==> src/rtl/icache_fill.sv <==
// Instruction-cache line fill engine: turns a cache miss into a QPI quad-I/O read
// (CMD, 6 address nibbles, dummy cycles) and streams the returned nibbles to the cache.
module icache_fill #(
  parameter int         PA          = 22,
  parameter int         LINE_LENGTH = 4,
  parameter logic [7:0] CMD         = 8'hEB,
  parameter int         DUMMY       = 4,
  parameter int         CSH         = 2
) (
  input  logic                               clk,
  input  logic                               reset,
  input  logic                               pull,
  input  logic [PA-$clog2(LINE_LENGTH)-1:0]  tag,
  input  logic                               flush_all,
  output logic [3:0]                         dread,
  output logic                               wstrobe_d,
  output logic                               busy,
  output logic                               qspi_cs_n,
  output logic                               qspi_clk_en,
  output logic [3:0]                         qspi_dout,
  output logic [3:0]                         qspi_oe,
  input  logic [3:0]                         qspi_din
);

  localparam int OFF = $clog2(LINE_LENGTH);
  localparam int NIB = LINE_LENGTH * 2;
  localparam int NW  = $clog2(NIB);
  localparam int CW  = 8;

  typedef enum logic [2:0] {S_IDLE, S_CMD, S_ADDR, S_DUMMY, S_DATA, S_GAP} state_t;

  state_t          r_state, w_state;
  logic [CW-1:0]   r_cnt, w_cnt;
  logic [NW-1:0]   r_nib, w_nib;
  logic [23:0]     r_addr, w_addr;
  logic            r_cs_n, w_cs_n;
  logic            r_clk_en, w_clk_en;
  logic [3:0]      r_oe, w_oe;
  logic [3:0]      r_dout, w_dout;
  logic [3:0]      r_dread, w_dread;
  logic            r_wstrobe, w_wstrobe;
  logic            r_busy, w_busy;
  logic            w_abort;
  logic [23:0]     w_byte_addr;

  assign w_byte_addr = 24'(tag) << OFF;

  // NOTE: every combinational output gets a default first so no path can infer a latch.
  always_comb begin
    w_state   = r_state;
    w_cnt     = r_cnt + 1'b1;
    w_nib     = r_nib;
    w_addr    = r_addr;
    w_cs_n    = r_cs_n;
    w_clk_en  = r_clk_en;
    w_oe      = r_oe;
    w_dout    = r_dout;
    w_dread   = r_dread;
    w_wstrobe = 1'b0;
    w_abort   = flush_all && (r_state inside {S_CMD, S_ADDR, S_DUMMY, S_DATA});

    case (r_state)
      S_IDLE: begin
        w_cnt = '0;
        if (pull && !flush_all) begin
          w_state  = S_CMD;
          w_addr   = w_byte_addr;
          w_cs_n   = 1'b0;
          w_clk_en = 1'b1;
          w_oe     = 4'hF;
          w_dout   = CMD[7:4];
        end
      end
      S_CMD: begin
        if (r_cnt == '0) begin
          w_dout = CMD[3:0];
        end else begin
          w_state = S_ADDR;
          w_cnt   = '0;
          w_dout  = r_addr[23:20];
          w_addr  = {r_addr[19:0], 4'h0};
        end
      end
      S_ADDR: begin
        if (r_cnt == CW'(5)) begin
          w_state = S_DUMMY;
          w_cnt   = '0;
          w_oe    = 4'h0;
          w_dout  = 4'h0;
        end else begin
          w_dout = r_addr[23:20];
          w_addr = {r_addr[19:0], 4'h0};
        end
      end
      S_DUMMY: begin
        if (r_cnt == CW'(DUMMY - 1)) begin
          w_state = S_DATA;
          w_cnt   = '0;
          w_nib   = '0;
        end
      end
      S_DATA: begin
        w_cnt     = '0;
        w_dread   = qspi_din;
        w_wstrobe = 1'b1;
        w_nib     = r_nib + 1'b1;
        if (r_nib == NW'(NIB - 1)) begin
          w_state  = S_GAP;
          w_cs_n   = 1'b1;
          w_clk_en = 1'b0;
        end
      end
      S_GAP: begin
        if (r_cnt == CW'(CSH - 1)) begin
          w_state = S_IDLE;
          w_cnt   = '0;
        end
      end
      default: w_state = S_IDLE;
    endcase

    // A flush drops the partial line: no further strobes, bus released, chip select held off.
    if (w_abort) begin
      w_state   = S_GAP;
      w_cnt     = '0;
      w_wstrobe = 1'b0;
      w_cs_n    = 1'b1;
      w_clk_en  = 1'b0;
      w_oe      = 4'h0;
      w_dout    = 4'h0;
    end

    w_busy = (w_state != S_IDLE);
  end

  // NOTE: state registers use non-blocking assignments so all flops update together.
  always_ff @(posedge clk or posedge reset) begin
    if (reset) begin
      r_state   <= S_IDLE;
      r_cnt     <= '0;
      r_nib     <= '0;
      r_addr    <= '0;
      r_cs_n    <= 1'b1;
      r_clk_en  <= 1'b0;
      r_oe      <= 4'h0;
      r_dout    <= 4'h0;
      r_dread   <= 4'h0;
      r_wstrobe <= 1'b0;
      r_busy    <= 1'b0;
    end else begin
      r_state   <= w_state;
      r_cnt     <= w_cnt;
      r_nib     <= w_nib;
      r_addr    <= w_addr;
      r_cs_n    <= w_cs_n;
      r_clk_en  <= w_clk_en;
      r_oe      <= w_oe;
      r_dout    <= w_dout;
      r_dread   <= w_dread;
      r_wstrobe <= w_wstrobe;
      r_busy    <= w_busy;
    end
  end

  assign dread       = r_dread;
  assign wstrobe_d   = r_wstrobe;
  assign busy        = r_busy;
  assign qspi_cs_n   = r_cs_n;
  assign qspi_clk_en = r_clk_en;
  assign qspi_oe     = r_oe;
  assign qspi_dout   = r_dout;

endmodule

==> config.mk <==
export PLATFORM = sky130hd
export DESIGN_NAME = icache_fill
export DESIGN_NICKNAME = d
export VERILOG_FILES = /design/src/rtl/icache_fill.sv
export SDC_FILE = /design/constraint.sdc
export NUM_CORES = 1
export LEC_CHECK = 0
export ABC_AREA = 0
export CORE_MARGIN = 2
export CORE_UTILIZATION = 50
export DETAILED_ROUTE_END_ITERATION = 12
export GPL_ROUTABILITY_DRIVEN = 0
export HOLD_SLACK_MARGIN = 0.1
export PLACE_DENSITY_LB_ADDON = 0.3
export SLEW_MARGIN = 20
export SYNTH_ARGS = -nofsm -noshare
export SYNTH_HDL_FRONTEND = slang
export SYNTH_SLANG_ARGS = --single-unit
==> constraint.sdc <==
create_clock -name clk -period 4.3 [get_ports clk]
set_input_delay 0.43 -clock clk [delete_from_list [all_inputs] [get_ports clk]]
set_output_delay 0.43 -clock clk [all_outputs]
set_load 0.005 [all_outputs]
==> out/qor.txt, run 1 <==
================================================================================
Share of the cycle needed by the critical path after routing ......       0.4964
Measured slew at the worst slew-check pin .........................    0.8117 ns
Sinks on Clock Net ................................................           49
Wirelength per Cell ...............................................     12.79 um
Cell area reported after detailed placement ....................... 0.002935 mm2
Number of buffers created by CTS ..................................            5
Ports .............................................................           44
Pre-CTS worst setup slack .........................................     2.042 ns
Worst Setup Start Kind ............................................    flip-flop
Fraction of post-synthesis cell area in the top cell type by area .       0.4863
Run status ........................................................ finished clean
Top cell type by total area after synthesis ....................... sky130_fd_sc_hd__dfrtp_1
Hpwl dp ...........................................................      3340 um
Fraction of final layout cells sized beyond drive strength 1 ......      0.06711
Detailed Route WL .................................................      4668 um
Clock transition at the registers of the reported paths ...........      0.09 ns
Die area .......................................................... 0.005518 mm2
Layout Cell Area excl Fill ........................................ 0.003034 mm2
Leakage power .....................................................     1.406 nW
Length of the first detailed-routing pass in iterations ...........            4
Clock Tree Buf Depth ..............................................            2
Via count .........................................................         1927
Total gr overflow .................................................            0
Number of antenna repair diodes ...................................            0
Height of the chip ................................................     74.29 um
Worst-path maximum fanout .........................................            5
Total power .......................................................     1.977 mW
Number of max-slew violations in the final report .................            0
Final worst path period need ......................................     2.134 ns
Adder-cell share of the synthesized area ..........................      0.02533
Proportion of synthesized chip area in sequential cells ...........       0.4970
Post-layout instance count excluding filler cells .................          365
Highest clock frequency the design can meet .......................    468.5 MHz
Worst Setup End Kind ..............................................    flip-flop
Total placed cells including tap cells ............................          357
Min-delay worst type .............................................. flip-flop to flip-flop
Antenna Nets Post-Route ...........................................            0
Standard cell core area ........................................... 0.004755 mm2
Crit path from ....................................................     r_cnt[3]
Dominant cell by count in the synthesized netlist ................. sky130_fd_sc_hd__nand2_1
Root cell of the clock tree ....................................... sky130_fd_sc_hd__clkbuf_8
Main flop type after synthesis .................................... sky130_fd_sc_hd__dfrtp_1
Post-layout util ..................................................       0.6382
Worst Clk Skew ....................................................  0.007729 ns
Multiplexer fraction of the synthesized cell area .................      0.06890
Clock network fraction of total power .............................        0.139
Synth async-reset ratio ...........................................        1.000
Synth Area in Simple Gates ........................................       0.1783
Fraction of power spent switching nets ............................       0.3922
Maximum ir drop on the vdd rail ...................................    0.3267 mV
Post-CTS setup buffer count .......................................            0
Hold buffers post-CTS .............................................            0
Fraction of the mapped netlist area in compound gates .............       0.1662
Synth Cell Area ................................................... 0.002470 mm2
Final total negative setup slack ..................................         0 ns
Setup Viol. Count Final ...........................................            0
Synth top area cells .............................................. sky130_fd_sc_hd__dfrtp_1 (49%), sky130_fd_sc_hd__nand2_1 (7.9%), sky130_fd_sc_hd__mux2i_1 (6.9%)
Hold Path Origin ..................................................   r_addr[16]
Hold Slack ........................................................    0.4842 ns
Portion of total power attributed to sequential cells .............        0.400
Ratio of total power to cell area ................................. 651.5 mW/mm2
Internal ..........................................................     1.202 mW
RSZ-0062 raised after global routing ..............................           no
Largest family of logic cells by synthesized area ................. simple AND/OR/NAND/NOR gates
Average via count per standard cell ...............................        5.279
Comb pwr share ....................................................        0.461
FF-to-FF Start ....................................................     r_cnt[3]
DRC Markers .......................................................            0
Total of warnings raised by yosys .................................            0
Gate count after technology mapping ...............................          259
Level count of the clock H-tree ...................................            2
Number of global-route vias before repair .........................         1858
CTS resizes .......................................................            0
CP Data Arrival Time ..............................................      2.32 ns
First-pass GRT wire length ........................................      7928 um
Area growth syn-to-layout .........................................       22.85%
Post-synth net total ..............................................          292
Die width .........................................................     74.29 um
EDFF count, synth .................................................            0
Slew headroom .....................................................       0.4582
Critical Path RT ..................................................      4.49 ns
Distinct cells, synth .............................................           48
Final worst slack .................................................     2.166 ns
Top post-synthesis cells by count ................................. sky130_fd_sc_hd__nand2_1 (52), sky130_fd_sc_hd__dfrtp_1 (48), sky130_fd_sc_hd__o21ai_0 (27), sky130_fd_sc_hd__nor2_1 (18), sky130_fd_sc_hd__mux2i_1 (17)
All-layer global routing usage ....................................       0.1866
Largest net degree at the start of global routing .................           50
Initial antenna violation count ...................................            0
Xor-xnor portion of the synthesized cell area .....................      0.02482
Net switching power figure ........................................    0.7752 mW
Number of nets in the final layout ................................          330
Mean post-synth cell area .........................................    9.536 um2
Number of flip-flops and latches in the synthesized netlist .......           49
Port bufs .........................................................           43
Maxcap violations .................................................            0
Clock tree from TritonCTS .........................................          yes
Critical Setup Path Class ......................................... flip-flop to flip-flop
Standard-cell rows ................................................           25
Starting utilization of the core area .............................       0.5195
Worst-skew pair later-pin latency .................................      0.31 ns
Detailed Route Iter0 Violations ...................................          155
Hold violation count in the final report ..........................            0
================================================================================
## sequential cells by signal, summed over array words and instances (netlist names)
name         flops
r_nib            3
r_cnt            8
qspi_clk_en      1
qspi_oe          1
qspi_cs_n        1
wstrobe_d        1
r_addr          22
busy             1
dread            4
r_state          3
qspi_dout        4
## critical path, cell delays in order (launching register included)
cell	delay, ns
sky130_fd_sc_hd__dfrtp_1	0.43
sky130_fd_sc_hd__nor3_1	0.42
sky130_fd_sc_hd__nand4b_1	0.20
sky130_fd_sc_hd__a32o_1	0.32
sky130_fd_sc_hd__a211o_1	0.28
sky130_fd_sc_hd__or3b_1	0.36
## cells by family (layout without fill, tap and decap cells)
kind of cell / count (synthesis) / in the layout
flip-flops: 49 / 49
multiplexers: 17 / 17
adder cells (fa/ha/maj): 5 / 5
XOR/XNOR: 7 / 7
AND/OR/NAND/NOR: 96 / 96
AO/OA/AOI/OAI: 63 / 63
buffers and inverters: 22 / 61
## power by group through the flow
stage | combinational [mW] | clock, mW | sequential [mW]
2_1_floorplan | 0.663 | 0 | 0.754
3_3_place_gp | 0.896 | 0 | 0.793
3_5_place_dp | 0.916 | 0 | 0.801
4_1_cts | 0.917 | 0.284 | 0.791
5_1_grt | 1.04 | 0.299 | 0.817
6_report | 0.912 | 0.274 | 0.791
## worst paths after layout
check / end / slack (ns) / depth (start not counted)
min in group asynchronous: r_cnt[7] / 0.57 / 2
setup / recovery: busy / 2.17 / 5
hold / removal: r_addr[16] / 0.48 / 2
max in group asynchronous: r_addr[17] / 3.25 / 2
setup reg to reg: busy / 2.17 / 5
hold reg to reg: r_addr[16] / 0.48 / 2
## cell type report
type                       count  area (um2)
tap                           67       83.83
clock inverter                 3       21.27
multi-input combinational    188        1156
fill                         402        1720
timing repair buffer          45       445.4
clock buffer                   5       68.82
sequential                    49        1227
inverter                       8       31.28
## metal layers
| metal | share of wire | GRT usage |
|---|---|---|
| met2 | 0.46 | 0.3036 |
| met4 | 0.016 | 0.05952 |
| met5 | 0 | 0 |
| met1 | 0.45 | 0.2340 |
| met3 | 0.072 | 0.06775 |
## cells in the final DEF, fill, tap and decap left out, types with 2 or more instances in the layout
cell,synthesis,final
sky130_fd_sc_hd__clkdlybuf4s50_1,0,43
sky130_fd_sc_hd__ha_1,5,5
sky130_fd_sc_hd__a21oi_1,9,9
sky130_fd_sc_hd__xor2_1,2,2
sky130_fd_sc_hd__mux2i_1,17,17
sky130_fd_sc_hd__a221o_1,2,2
sky130_fd_sc_hd__nor2_1,18,18
sky130_fd_sc_hd__o21ai_0,27,26
sky130_fd_sc_hd__and3_1,2,2
sky130_fd_sc_hd__o22ai_1,3,3
sky130_fd_sc_hd__nor2b_1,5,5
sky130_fd_sc_hd__nand3_1,3,3
sky130_fd_sc_hd__xnor2_1,5,5
sky130_fd_sc_hd__a211oi_1,2,2
sky130_fd_sc_hd__nand2b_1,2,2
sky130_fd_sc_hd__a22o_1,4,4
sky130_fd_sc_hd__clkbuf_8,0,5
sky130_fd_sc_hd__or2_2,2,2
sky130_fd_sc_hd__inv_1,8,7
sky130_fd_sc_hd__dfrtp_1,48,48
sky130_fd_sc_hd__clkinv_2,0,2
sky130_fd_sc_hd__nor3_1,5,5
sky130_fd_sc_hd__nand2_1,52,52
sky130_fd_sc_hd__buf_4,3,2
(Power assumes the default switching activity.)
==> run 2, diff against run 1 <==
--- a/config.mk
+++ b/config.mk
@@ -7,7 +7,7 @@
 export LEC_CHECK = 0
 export ABC_AREA = 0
 export CORE_MARGIN = 2
-export CORE_UTILIZATION = 50
+export CORE_UTILIZATION = 47
 export DETAILED_ROUTE_END_ITERATION = 12
 export GPL_ROUTABILITY_DRIVEN = 0
 export HOLD_SLACK_MARGIN = 0.1
==> constraint.sdc (replaced) <==
create_clock -name clk -period 1.9 [get_ports clk]
set_input_delay 0.19 -clock clk [delete_from_list [all_inputs] [get_ports clk]]
set_output_delay 0.19 -clock clk [all_outputs]
set_load 0.005 [all_outputs]
==> run 2 against run 1 <==
Effect of this change: the run now ends with setup timing left; global-route usage rose by 0.65 points; die area grew 6.0%; first-iteration DRC count up 8.4%; clock power increased by 130%; power rose to 2.6 times the previous value; register-to-register slack worse by 2.2 ns; critical path depth grew 2; flip-flop and latch count did not move; largest cell class unchanged; largest power group unchanged.
==> out/qor.txt, run 2 (synthesized netlist as in run 1, its figures left out) <==
==================================================================================
Run status .......................................................... finished with violations
Violations in the final reports ..................................... setup timing
Crit path from ......................................................     r_cnt[5]
Average via count per standard cell .................................        5.422
Detailed Route Iter0 Violations .....................................          168
Die width ...........................................................     76.49 um
Ports ...............................................................           44
Via count ...........................................................         2131
CP endpoint .........................................................   r_addr[10]
Port bufs ...........................................................           43
DRC Markers .........................................................            0
Critical Path RT ....................................................      2.11 ns
Register cell area after layout ..................................... 0.001230 mm2
Number of buffers created by CTS ....................................            5
Wirelength per Cell .................................................     15.08 um
CP Data Arrival Time ................................................      2.13 ns
Hold violation count in the final report ............................            0
Commonest non-fill, non-tap cell in the layout ...................... sky130_fd_sc_hd__nand2_1
RSZ-0062 raised after global routing ................................          yes
FF-to-FF Start ......................................................     r_cnt[5]
Share of the cycle needed by the critical path after routing ........        1.008
Antenna Nets Post-Route .............................................            0
Largest register by flop count ......................................       r_addr
Capture instance of the worst register-to-register path .............   r_addr[10]
Detailed Route WL ...................................................      5926 um
Maxcap violations ...................................................            0
Level count of the clock H-tree .....................................            2
Pre-CTS worst setup slack ...........................................  -0.02242 ns
Slew headroom .......................................................       0.6742
Critical Setup Path Class ........................................... flip-flop to flip-flop
Ratio of total power to cell area ...................................  1525 mW/mm2
Largest net degree at the start of global routing ...................           45
Number of buffer and inverter stages on the critical path ...........            2
Hold buffers post-CTS ...............................................            0
Number of antenna repair diodes .....................................            0
Total gr overflow ...................................................            0
Worst-skew pair later-pin latency ...................................      0.31 ns
Area growth syn-to-layout ...........................................       37.13%
Area occupied by multi-input gates .................................. 0.001202 mm2
Initial antenna violation count .....................................            0
Dominant delay contributor by cell family on the critical path ...... compound AO/OA/AOI/OAI gates
Fraction of final layout cells sized beyond drive strength 1 ........       0.1827
Clock network fraction of total power ...............................        0.121
Fraction of power spent switching nets ..............................       0.3875
Final worst path period need ........................................     1.916 ns
Worst Setup End Kind ................................................    flip-flop
Post-layout instance count excluding filler cells ...................          393
All-layer global routing usage ......................................       0.1932
Starting utilization of the core area ...............................       0.4867
Worst Clk Skew ......................................................   0.01057 ns
Die area ............................................................ 0.005851 mm2
Final total negative setup slack ....................................  -0.01612 ns
Number of nets in the final layout ..................................          355
Comb pwr share ......................................................        0.535
Height of the chip ..................................................     76.49 um
Fill cells ..........................................................          430
Standard-cell rows ..................................................           26
Maximum ir drop on the vdd rail .....................................    0.8024 mV
Number of max-slew violations in the final report ...................            0
Worst-path maximum fanout ...........................................           11
Leakage power .......................................................     1.591 nW
Total placed cells including tap cells ..............................          376
Root cell of the clock tree ......................................... sky130_fd_sc_hd__clkbuf_8
Hpwl dp .............................................................      3736 um
Logic depth of the worst path, buffers included .....................            7
First-pass GRT wire length ..........................................      9211 um
Measured slew at the worst slew-check pin ...........................    0.4880 ns
Highest clock frequency the design can meet .........................    521.9 MHz
Commonest cells after routing, fill and taps aside .................. sky130_fd_sc_hd__nand2_1 (50), sky130_fd_sc_hd__dfrtp_1 (46), sky130_fd_sc_hd__clkdlybuf4s50_1 (43)
Flip-flop count of the largest register, all copies and words added .           22
Worst Setup Start Kind ..............................................    flip-flop
Clock transition at the registers of the reported paths .............      0.09 ns
Length of the first detailed-routing pass in iterations .............            4
Sinks on Clock Net ..................................................           49
Critical Path Slowest Stage Cell .................................... sky130_fd_sc_hd__or3_4
Clock tree from TritonCTS ...........................................          yes
Final worst slack ...................................................  -0.01612 ns
Clock Tree Buf Depth ................................................            2
Sequence of cells on the critical path .............................. or3_4, o31a_1, o211ai_4, buf_12, clkbuf_16, nand2_1, o21ai_0
Internal ............................................................     3.164 mW
Peak per-stage delay on the critical path ...........................      0.43 ns
Min-delay worst type ................................................ input pin to async pin
Leading registers by flop count ..................................... r_addr: 22 flops, r_cnt: 8 flops
Register-to-register setup slack ....................................     -0.02 ns
Portion of total power attributed to sequential cells ...............        0.344
Net switching power figure ..........................................     2.001 mW
Standard cell core area ............................................. 0.005075 mm2
Worst reg-to-reg path cell count ....................................            7
Setup Viol. Count Final .............................................            1
Number of global-route vias before repair ...........................         1994
==================================================================================
==> run 2: area by class of cell <==
type,instances,area share
flip-flops and latches,49,0.3631
multi-input cells,188,0.3550
repair buffers,70,0.2191
well taps,70,0.02586
clock buffers,5,0.02032
inverters,8,0.009974
clock inverters,3,0.006649
==> run 2: metal layers <==
| metal | share of wire | vias to the layer above | wire [um] | track usage |
|---|---|---|---|---|
| met5 | 0 | - | 0 | 0 |
| li1 | - | 1028 | - | - |
| met3 | 0.051 | 9 | 305 | 0.03436 |
| met4 | 0.016 | 0 | 95 | 0.07091 |
| met1 | 0.41 | 1014 | 2458 | 0.2459 |
| met2 | 0.52 | 80 | 3065 | 0.3301 |
==> run 2: worst min path at each step <==
stage,from,end,depth (start not counted)
6_report,reset,r_cnt[7],2
5_1_grt,reset,r_cnt[7],2
4_1_cts,reset,r_cnt[7],2
3_5_place_dp,dread[1],dread[1],2
3_3_place_gp,dread[3],dread[3],2
2_1_floorplan,qspi_din[0],dread[0],2
==> run 2: through the flow <==
stage	util	hold WS, ns	cell area, um2	total power [mW]
2_1_floorplan	-	0.2954	2470	3.206
3_3_place_gp	0.6127	0.4581	3109	4.034
3_5_place_dp	0.6127	0.4636	3109	4.115
4_1_cts	0.6351	0.2217	3223	4.780
5_1_grt	0.6674	0.2559	3387	5.555
6_report	0.6674	0.2123	3387	5.165
==> run 2: power by group through the flow <==
| stage | Combinational (mW) | Clock (mW) | Sequential [mW] |
|---|---|---|---|
| finish | 2.76 | 0.626 | 1.78 |
| global placement | 2.28 | 0 | 1.76 |
| global route | 3.05 | 0.674 | 1.84 |
| detailed placement | 2.34 | 0 | 1.78 |
| floorplan | 1.50 | 0 | 1.71 |
| CTS | 2.38 | 0.642 | 1.76 |
==> run 2: worst reg2reg max path, cell delays in order (launching register included) <==
cell,delay [ns]
sky130_fd_sc_hd__dfrtp_1,0.41
sky130_fd_sc_hd__or3_4,0.43
sky130_fd_sc_hd__o31a_1,0.30
sky130_fd_sc_hd__o211ai_4,0.22
sky130_fd_sc_hd__buf_12,0.16
sky130_fd_sc_hd__clkbuf_16,0.15
sky130_fd_sc_hd__nand2_1,0.05
sky130_fd_sc_hd__o21ai_0,0.11
==> run 2: repair_timing <==
| item | in CTS | in global routing |
|---|---|---|
| gates cloned | 0 | 4 |
| pin swaps | 3 | 5 |
| setup endpoints to repair | 1 | 27 |
| buffers inserted | 3 | 2 |
| resized for setup | 0 | 20 |
